File: src/rtl/ct_mmu_jtlb_pkg.sv
// Shared constants and encodings for the JTLB array access controller.
package ct_mmu_jtlb_pkg;

    localparam int unsigned ADDR_WIDTH = 8;
    localparam int unsigned DATA_WIDTH = 196;

    typedef enum logic [1:0] {
        IDLE  = 2'b00,
        SWEEP = 2'b01,
        DONE  = 2'b10
    } sweep_state_e;

    typedef enum logic [2:0] {
        SRC_NONE  = 3'd0,
        SRC_SWEEP = 3'd1,
        SRC_WR    = 3'd2,
        SRC_RD0   = 3'd3,
        SRC_RD1   = 3'd4
    } arb_src_e;

endpackage

File: src/rtl/ct_mmu_jtlb_sweep_fsm.sv
// Invalidate-all sweeper: walks every index once per pass, restarting the
// pass when a new request lands mid-sweep.
module ct_mmu_jtlb_sweep_fsm #(
    parameter int unsigned ADDR_WIDTH = ct_mmu_jtlb_pkg::ADDR_WIDTH
) (
    input  logic                  forever_cpuclk,
    input  logic                  cpurst,
    input  logic                  inv_all_req,
    output logic                  busy,
    output logic                  sweep_we,
    output logic [ADDR_WIDTH-1:0] sweep_addr,
    output logic                  inv_all_done
);
    import ct_mmu_jtlb_pkg::*;

    localparam logic [ADDR_WIDTH-1:0] LAST_IDX = '1;

    sweep_state_e state;
    logic         restart;

    always_ff @(posedge forever_cpuclk) begin
        if (cpurst) begin
            state        <= IDLE;
            sweep_addr   <= '0;
            restart      <= 1'b0;
            busy         <= 1'b0;
            sweep_we     <= 1'b0;
            inv_all_done <= 1'b0;
        end else begin
            inv_all_done <= 1'b0;
            case (state)
                IDLE: begin
                    if (inv_all_req) begin
                        state      <= SWEEP;
                        sweep_addr <= '0;
                        busy       <= 1'b1;
                        sweep_we   <= 1'b1;
                    end
                end
                SWEEP: begin
                    if (sweep_addr == LAST_IDX) begin
                        // A request in the final cycle still forces another pass.
                        sweep_addr <= '0;
                        if (restart || inv_all_req) begin
                            restart <= 1'b0;
                        end else begin
                            state        <= DONE;
                            sweep_we     <= 1'b0;
                            inv_all_done <= 1'b1;
                        end
                    end else begin
                        sweep_addr <= sweep_addr + ADDR_WIDTH'(1);
                        if (inv_all_req) begin
                            restart <= 1'b1;
                        end
                    end
                end
                DONE: begin
                    state <= IDLE;
                    busy  <= 1'b0;
                end
                default: begin
                    state    <= IDLE;
                    busy     <= 1'b0;
                    sweep_we <= 1'b0;
                    restart  <= 1'b0;
                end
            endcase
        end
    end

endmodule

File: src/rtl/ct_mmu_jtlb_sram_ctrl.sv
// JTLB single-port array controller: arbitrates refill writes, two readers and
// the invalidate sweep onto registered SRAM pins; read data returns two cycles later.
module ct_mmu_jtlb_sram_ctrl #(
    parameter int unsigned ADDR_WIDTH   = ct_mmu_jtlb_pkg::ADDR_WIDTH,
    parameter int unsigned DATA_WIDTH   = ct_mmu_jtlb_pkg::DATA_WIDTH,
    parameter int unsigned STARVE_LIMIT = 4
) (
    input  logic                  forever_cpuclk,
    input  logic                  cpurst,
    input  logic                  inv_all_req,
    output logic                  inv_all_done,
    input  logic                  wr_req,
    input  logic [ADDR_WIDTH-1:0] wr_addr,
    input  logic [DATA_WIDTH-1:0] wr_data,
    input  logic [DATA_WIDTH-1:0] wr_bmask,
    output logic                  wr_gnt,
    input  logic                  rd0_req,
    input  logic [ADDR_WIDTH-1:0] rd0_addr,
    output logic                  rd0_gnt,
    input  logic                  rd1_req,
    input  logic [ADDR_WIDTH-1:0] rd1_addr,
    output logic                  rd1_gnt,
    output logic [DATA_WIDTH-1:0] rd_data,
    output logic                  rd0_vld,
    output logic                  rd1_vld,
    output logic                  busy,
    output logic [ADDR_WIDTH-1:0] sram_a,
    output logic                  sram_cen,
    output logic                  sram_gwen,
    output logic [DATA_WIDTH-1:0] sram_wen,
    output logic [DATA_WIDTH-1:0] sram_d,
    input  logic [DATA_WIDTH-1:0] sram_q
);
    import ct_mmu_jtlb_pkg::*;

    localparam int unsigned      CNT_W   = $clog2(STARVE_LIMIT + 2);
    localparam logic [CNT_W-1:0] CNT_MAX = CNT_W'(STARVE_LIMIT);

    logic                  sweep_we;
    logic [ADDR_WIDTH-1:0] sweep_addr;
    logic [CNT_W-1:0]      starve_cnt;
    logic                  rd_pend;
    logic                  starved;
    logic                  blocked;
    logic [1:0]            rd_s1;
    arb_src_e              src;

    ct_mmu_jtlb_sweep_fsm #(
        .ADDR_WIDTH (ADDR_WIDTH)
    ) u_sweep (
        .forever_cpuclk (forever_cpuclk),
        .cpurst         (cpurst),
        .inv_all_req    (inv_all_req),
        .busy           (busy),
        .sweep_we       (sweep_we),
        .sweep_addr     (sweep_addr),
        .inv_all_done   (inv_all_done)
    );

    // A request arriving in IDLE blocks grants in the same cycle the sweep starts.
    assign blocked = busy | inv_all_req;
    assign rd_pend = rd0_req | rd1_req;
    assign starved = rd_pend && (starve_cnt == CNT_MAX);

    always_comb begin
        src = SRC_NONE;
        if (sweep_we) begin
            src = SRC_SWEEP;
        end else if (!blocked) begin
            if (wr_req && !starved) begin
                src = SRC_WR;
            end else if (rd0_req) begin
                src = SRC_RD0;
            end else if (rd1_req) begin
                src = SRC_RD1;
            end
        end
    end

    assign wr_gnt  = (src == SRC_WR);
    assign rd0_gnt = (src == SRC_RD0);
    assign rd1_gnt = (src == SRC_RD1);
    assign rd_data = sram_q;

    // Counts cycles a pending reader has lost to the writer.
    always_ff @(posedge forever_cpuclk) begin
        if (cpurst) begin
            starve_cnt <= '0;
        end else if (!rd_pend || rd0_gnt || rd1_gnt) begin
            starve_cnt <= '0;
        end else if (wr_gnt && (starve_cnt != CNT_MAX)) begin
            starve_cnt <= starve_cnt + CNT_W'(1);
        end
    end

    always_ff @(posedge forever_cpuclk) begin
        if (cpurst) begin
            sram_cen  <= 1'b1;
            sram_gwen <= 1'b1;
            sram_wen  <= '1;
            sram_a    <= '0;
            sram_d    <= '0;
        end else begin
            case (src)
                SRC_SWEEP: begin
                    sram_cen  <= 1'b0;
                    sram_gwen <= 1'b0;
                    sram_wen  <= '0;
                    sram_a    <= sweep_addr;
                    sram_d    <= '0;
                end
                SRC_WR: begin
                    sram_cen  <= 1'b0;
                    sram_gwen <= 1'b0;
                    sram_wen  <= ~wr_bmask;
                    sram_a    <= wr_addr;
                    sram_d    <= wr_data;
                end
                SRC_RD0: begin
                    sram_cen  <= 1'b0;
                    sram_gwen <= 1'b1;
                    sram_wen  <= '1;
                    sram_a    <= rd0_addr;
                end
                SRC_RD1: begin
                    sram_cen  <= 1'b0;
                    sram_gwen <= 1'b1;
                    sram_wen  <= '1;
                    sram_a    <= rd1_addr;
                end
                default: begin
                    sram_cen  <= 1'b1;
                    sram_gwen <= 1'b1;
                    sram_wen  <= '1;
                end
            endcase
        end
    end

    // Two-stage valid pipe matching the array's one-cycle access after the pin register.
    always_ff @(posedge forever_cpuclk) begin
        if (cpurst) begin
            rd_s1   <= 2'b00;
            rd0_vld <= 1'b0;
            rd1_vld <= 1'b0;
        end else begin
            rd_s1   <= {rd1_gnt, rd0_gnt};
            rd0_vld <= rd_s1[0];
            rd1_vld <= rd_s1[1];
        end
    end

endmodule

File: config.mk
export PLATFORM = sky130hd
export DESIGN_NAME = ct_mmu_jtlb_sram_ctrl
export DESIGN_NICKNAME = d
export VERILOG_FILES = /design/src/rtl/ct_mmu_jtlb_pkg.sv /design/src/rtl/ct_mmu_jtlb_sweep_fsm.sv /design/src/rtl/ct_mmu_jtlb_sram_ctrl.sv
export SDC_FILE = /design/constraint.sdc
export NUM_CORES = 1
export LEC_CHECK = 0
export BUFFER_PORTS_ARGS = -buffer_cell sky130_fd_sc_hd__buf_2
export CAP_MARGIN = 25
export CORE_AREA = 4 4 480 482
export CTS_CLUSTER_DIAMETER = 80
export DETAILED_ROUTE_END_ITERATION = 7
export DIE_AREA = 0 0 484 486
export PLACE_DENSITY = 0.3
export SYNTH_ARGS = -nofsm -noshare
export SYNTH_HDL_FRONTEND = slang
export SYNTH_SLANG_ARGS = --single-unit
File: constraint.sdc
create_clock -name forever_cpuclk -period 1.9 [get_ports forever_cpuclk]
set_clock_uncertainty 0.15 [all_clocks]
set_input_delay 0.285 -clock forever_cpuclk [delete_from_list [all_inputs] [get_ports forever_cpuclk]]
set_output_delay 0.285 -clock forever_cpuclk [all_outputs]
set_load 0.05 [all_outputs]
==> results_dict.tcl <==
set metrics [dict create \
    critPathRequiredTime_ps 1460 \
    final_nets 3423 \
    fin_crit_sh_pct 128 \
    avgSynthCellArea_um2 9.03 \
    switching_share_pct 33.0 \
    final_common_cell "buf_2" \
    finalHoldViolations 0 \
    clock_latency_ps 690 \
    synth-simple-area-share_pct 13.4 \
    dr.pass1.iters 4 \
    p_leak_nw 11.8 \
    dp_hpwl_um 98200 \
    synthXorXnorAreaFrac_pct 0.407 \
    worst_slack_ps -525 \
    drt_iter0_drc 727 \
    synth_compound_area_share_pct 15.5 \
    synth_top_area_cell "dfxtp_1" \
    synth_ff_type "dfxtp_1" \
    final_max_slew_viol_count 0 \
    cts_tree "yes" \
    fin_util_pct 13.2 \
    failed_checks "negative setup slack" \
    rsz0062_at_grt "true" \
    synth_top_area_share_pct 56.2 \
    grtUsageTotal_pct 10.1 \
    pwr-share-comb_pct 22.0 \
    final_layout_size_suffix_gt1_share_pct 40.2 \
    crit_fanout 2 \
    dieWidth_um 484 \
    port_buffers 830 \
    via_count 17000 \
    worst_setup_path_end_kind "output port" \
    seq_area_frac_synth_pct 56.2 \
    die_h_um 486 \
    period_minus_slack_ps 2430 \
    synth_edf_count 0 \
    ys_ff_latch 423 \
    pre_cts_ws_ps -237 \
    finalSetupViolCount 404 \
    die_area_um2 235000 \
    final_cell_mix "buf_2 (824), dfxtp_1 (421), dlygate4sd3_1 (420), nand3_1 (201), nand2_1 (200)" \
    critPathArrivalTime_ps 1990 \
    wire_per_inst_um 21.4 \
    fin_cells 5866 \
    internal-power_w 0.0180 \
    power_frac_clock_pct 42.2 \
    ctsHtreeMaxLevel 2 \
    powerDensity_nw_per_um2 902 \
    finalWirelength_um 126000 \
    synth_cell_types 45 \
    syn_to_final_growth_pct 98.1 \
    grt_pass1_wl_um 163000 \
    grt_max_degree 52 \
    synthAdderAreaFrac_pct 0.249 \
    drc 0 \
    synthCells 1668 \
    sequentialPowerShare_pct 35.8 \
    io_pins 1223 \
    core_um2 226000 \
    synth_nets 2289 \
    vias_per_cell 2.89 \
    synthMuxAreaShare_pct 0.432 \
    fin_hold_ws_ps 125 \
    slew_headroom_pct 64.5 \
    antenna_found_initial 60 \
    clockBufferDepth 3 \
    hold_path_class "primary input to register" \
    rows 175 \
    cts.clk_slew.worst_paths_ps 60 \
    cts-root-buf "clkbuf_16" \
    clock-sinks 423 \
    dpl.cell_count 5276 \
    async_flop_share_pct 0 \
    ys_warn_count 0 \
    synthTopCellsByArea "dfxtp_1 (56%), buf_4 (10%), a21oi_1 (6.9%)" \
    timing.fmax_mhz 412 \
    grt_pass1_vias 17500 \
    initial_utilization_pct 6.65 \
    worstMarginPinSlew_ps 528 \
    peakVddDrop_uv 713 \
    postRouteAntennaNets 0 \
    outcome "finished, violations left" \
    synth_top_family_by_area "compound AO/OA/AOI/OAI gates" \
    start_kind "register" \
    gp_congestion 0.792 \
    synth_area_um2 15100 \
    worst-setup-path-type "register to output port" \
    cts_made_buffers 58 \
    switchingPower_w 0.00888 \
    max-cap-violations 0 \
    overflow 0 \
]
==> state kept, by name, indices dropped and copies added (netlist names), 2 cells and up <==
name                flops
sram_d                196
sram_wen              196
sram_a                  8
u_sweep.sweep_addr      8
starve_cnt              3
rd_s1                   2
u_sweep.state           2
==> cell families after synthesis <==
kind of cell / count (synthesis)
xor gates and xnor gates: 7
and+or+nand+nor: 446
muxes: 6
AOI/OAI and AO/OA: 445
buffers and inverters: 338
DFF: 423
adders and majority gates: 3
==> worst paths after layout <==
| path | start | endpoint | slack [ps] | cells after the start |
|---|---|---|---|---|
| setup reg to reg | starve_cnt[0] | sram_d[102] | -320 | 12 |
| hold / removal | rd1_req | starve_cnt[0] | 130 | 6 |
| hold reg to reg | rd_s1[1] | rd1_vld | 290 | 1 |
| setup / recovery | starve_cnt[0] | rd1_gnt | -530 | 8 |
==> repair_timing <==
item / CTS / global route
endpoints found under the setup margin: 453 / 458
pin swaps: 16 / 32
endpoints found under the hold margin: 417 / 0
setup buffers: 23 / 6
resized for setup: 92 / 46
hold buffers: 420 / 0
gates cloned: 21 / 5
==> metrics by stage <==
stage               setup TNS, ps  power [W]  cell area [um2]
finish                     -70710     0.0269            29800
global route              -120970     0.0282            29800
CTS                        -76970     0.0276            29400
detailed placement         -55650     0.0145            22100
global placement           -51110     0.0146            22100
floorplan                       0     0.0136            15100
==> synthesized netlist by cell type (4+ instances only) <==
library cell	instances
dfxtp_1	423
a21oi_1	207
nand2_1	202
nand3_1	202
buf_4	200
o21ai_1	130
o21ai_0	78
clkbuf_1	73
buf_2	50
nor2_1	14
buf_1	7
a221oi_1	6
inv_1	6
xor2_1	6
a22oi_1	5
nor2b_1	5
a31oi_1	4
and2_1	4
mux2_2	4
o21bai_1	4
==> area by class of cell <==
type                    instances  area (um2)
fillers                     26000      197000
inverters                       8        53.8
multi-input cells             907        4700
clock buffers                  80        1660
well taps                    3009        3760
clock inverters                25         312
repair buffers               1404       10800
diodes                         10        25.0
flip-flops and latches        423        8470
==> worst max-delay path: stages, from the launching register on <==
cell and delay (ps):
dfxtp_2 320, inv_2 70, ha_4 130, buf_6 90, nand3_2 50, a21oi_2 150
and3_4 210, buf_12 120, buf_12 140
==> per-layer routing <==
layer	vias up	GRT usage (%)	wire length, um
li1	7784	-	-
met1	8031	10.8	46700
met2	824	17.8	61900
met3	311	3.71	10800
met4	32	4.41	6040
met5	-	0	195
==> power by group through the flow <==
stage / clock network [W] / registers (W) / logic (W)
global route: 0.0123 / 0.00969 / 0.00628
global placement: 0 / 0.00985 / 0.00471
finish: 0.0114 / 0.00964 / 0.00592
floorplan: 0 / 0.0116 / 0.00197
CTS: 0.0120 / 0.00966 / 0.00594
detailed placement: 0 / 0.00985 / 0.00469
Note: power is estimated with default switching activity, not from simulation.
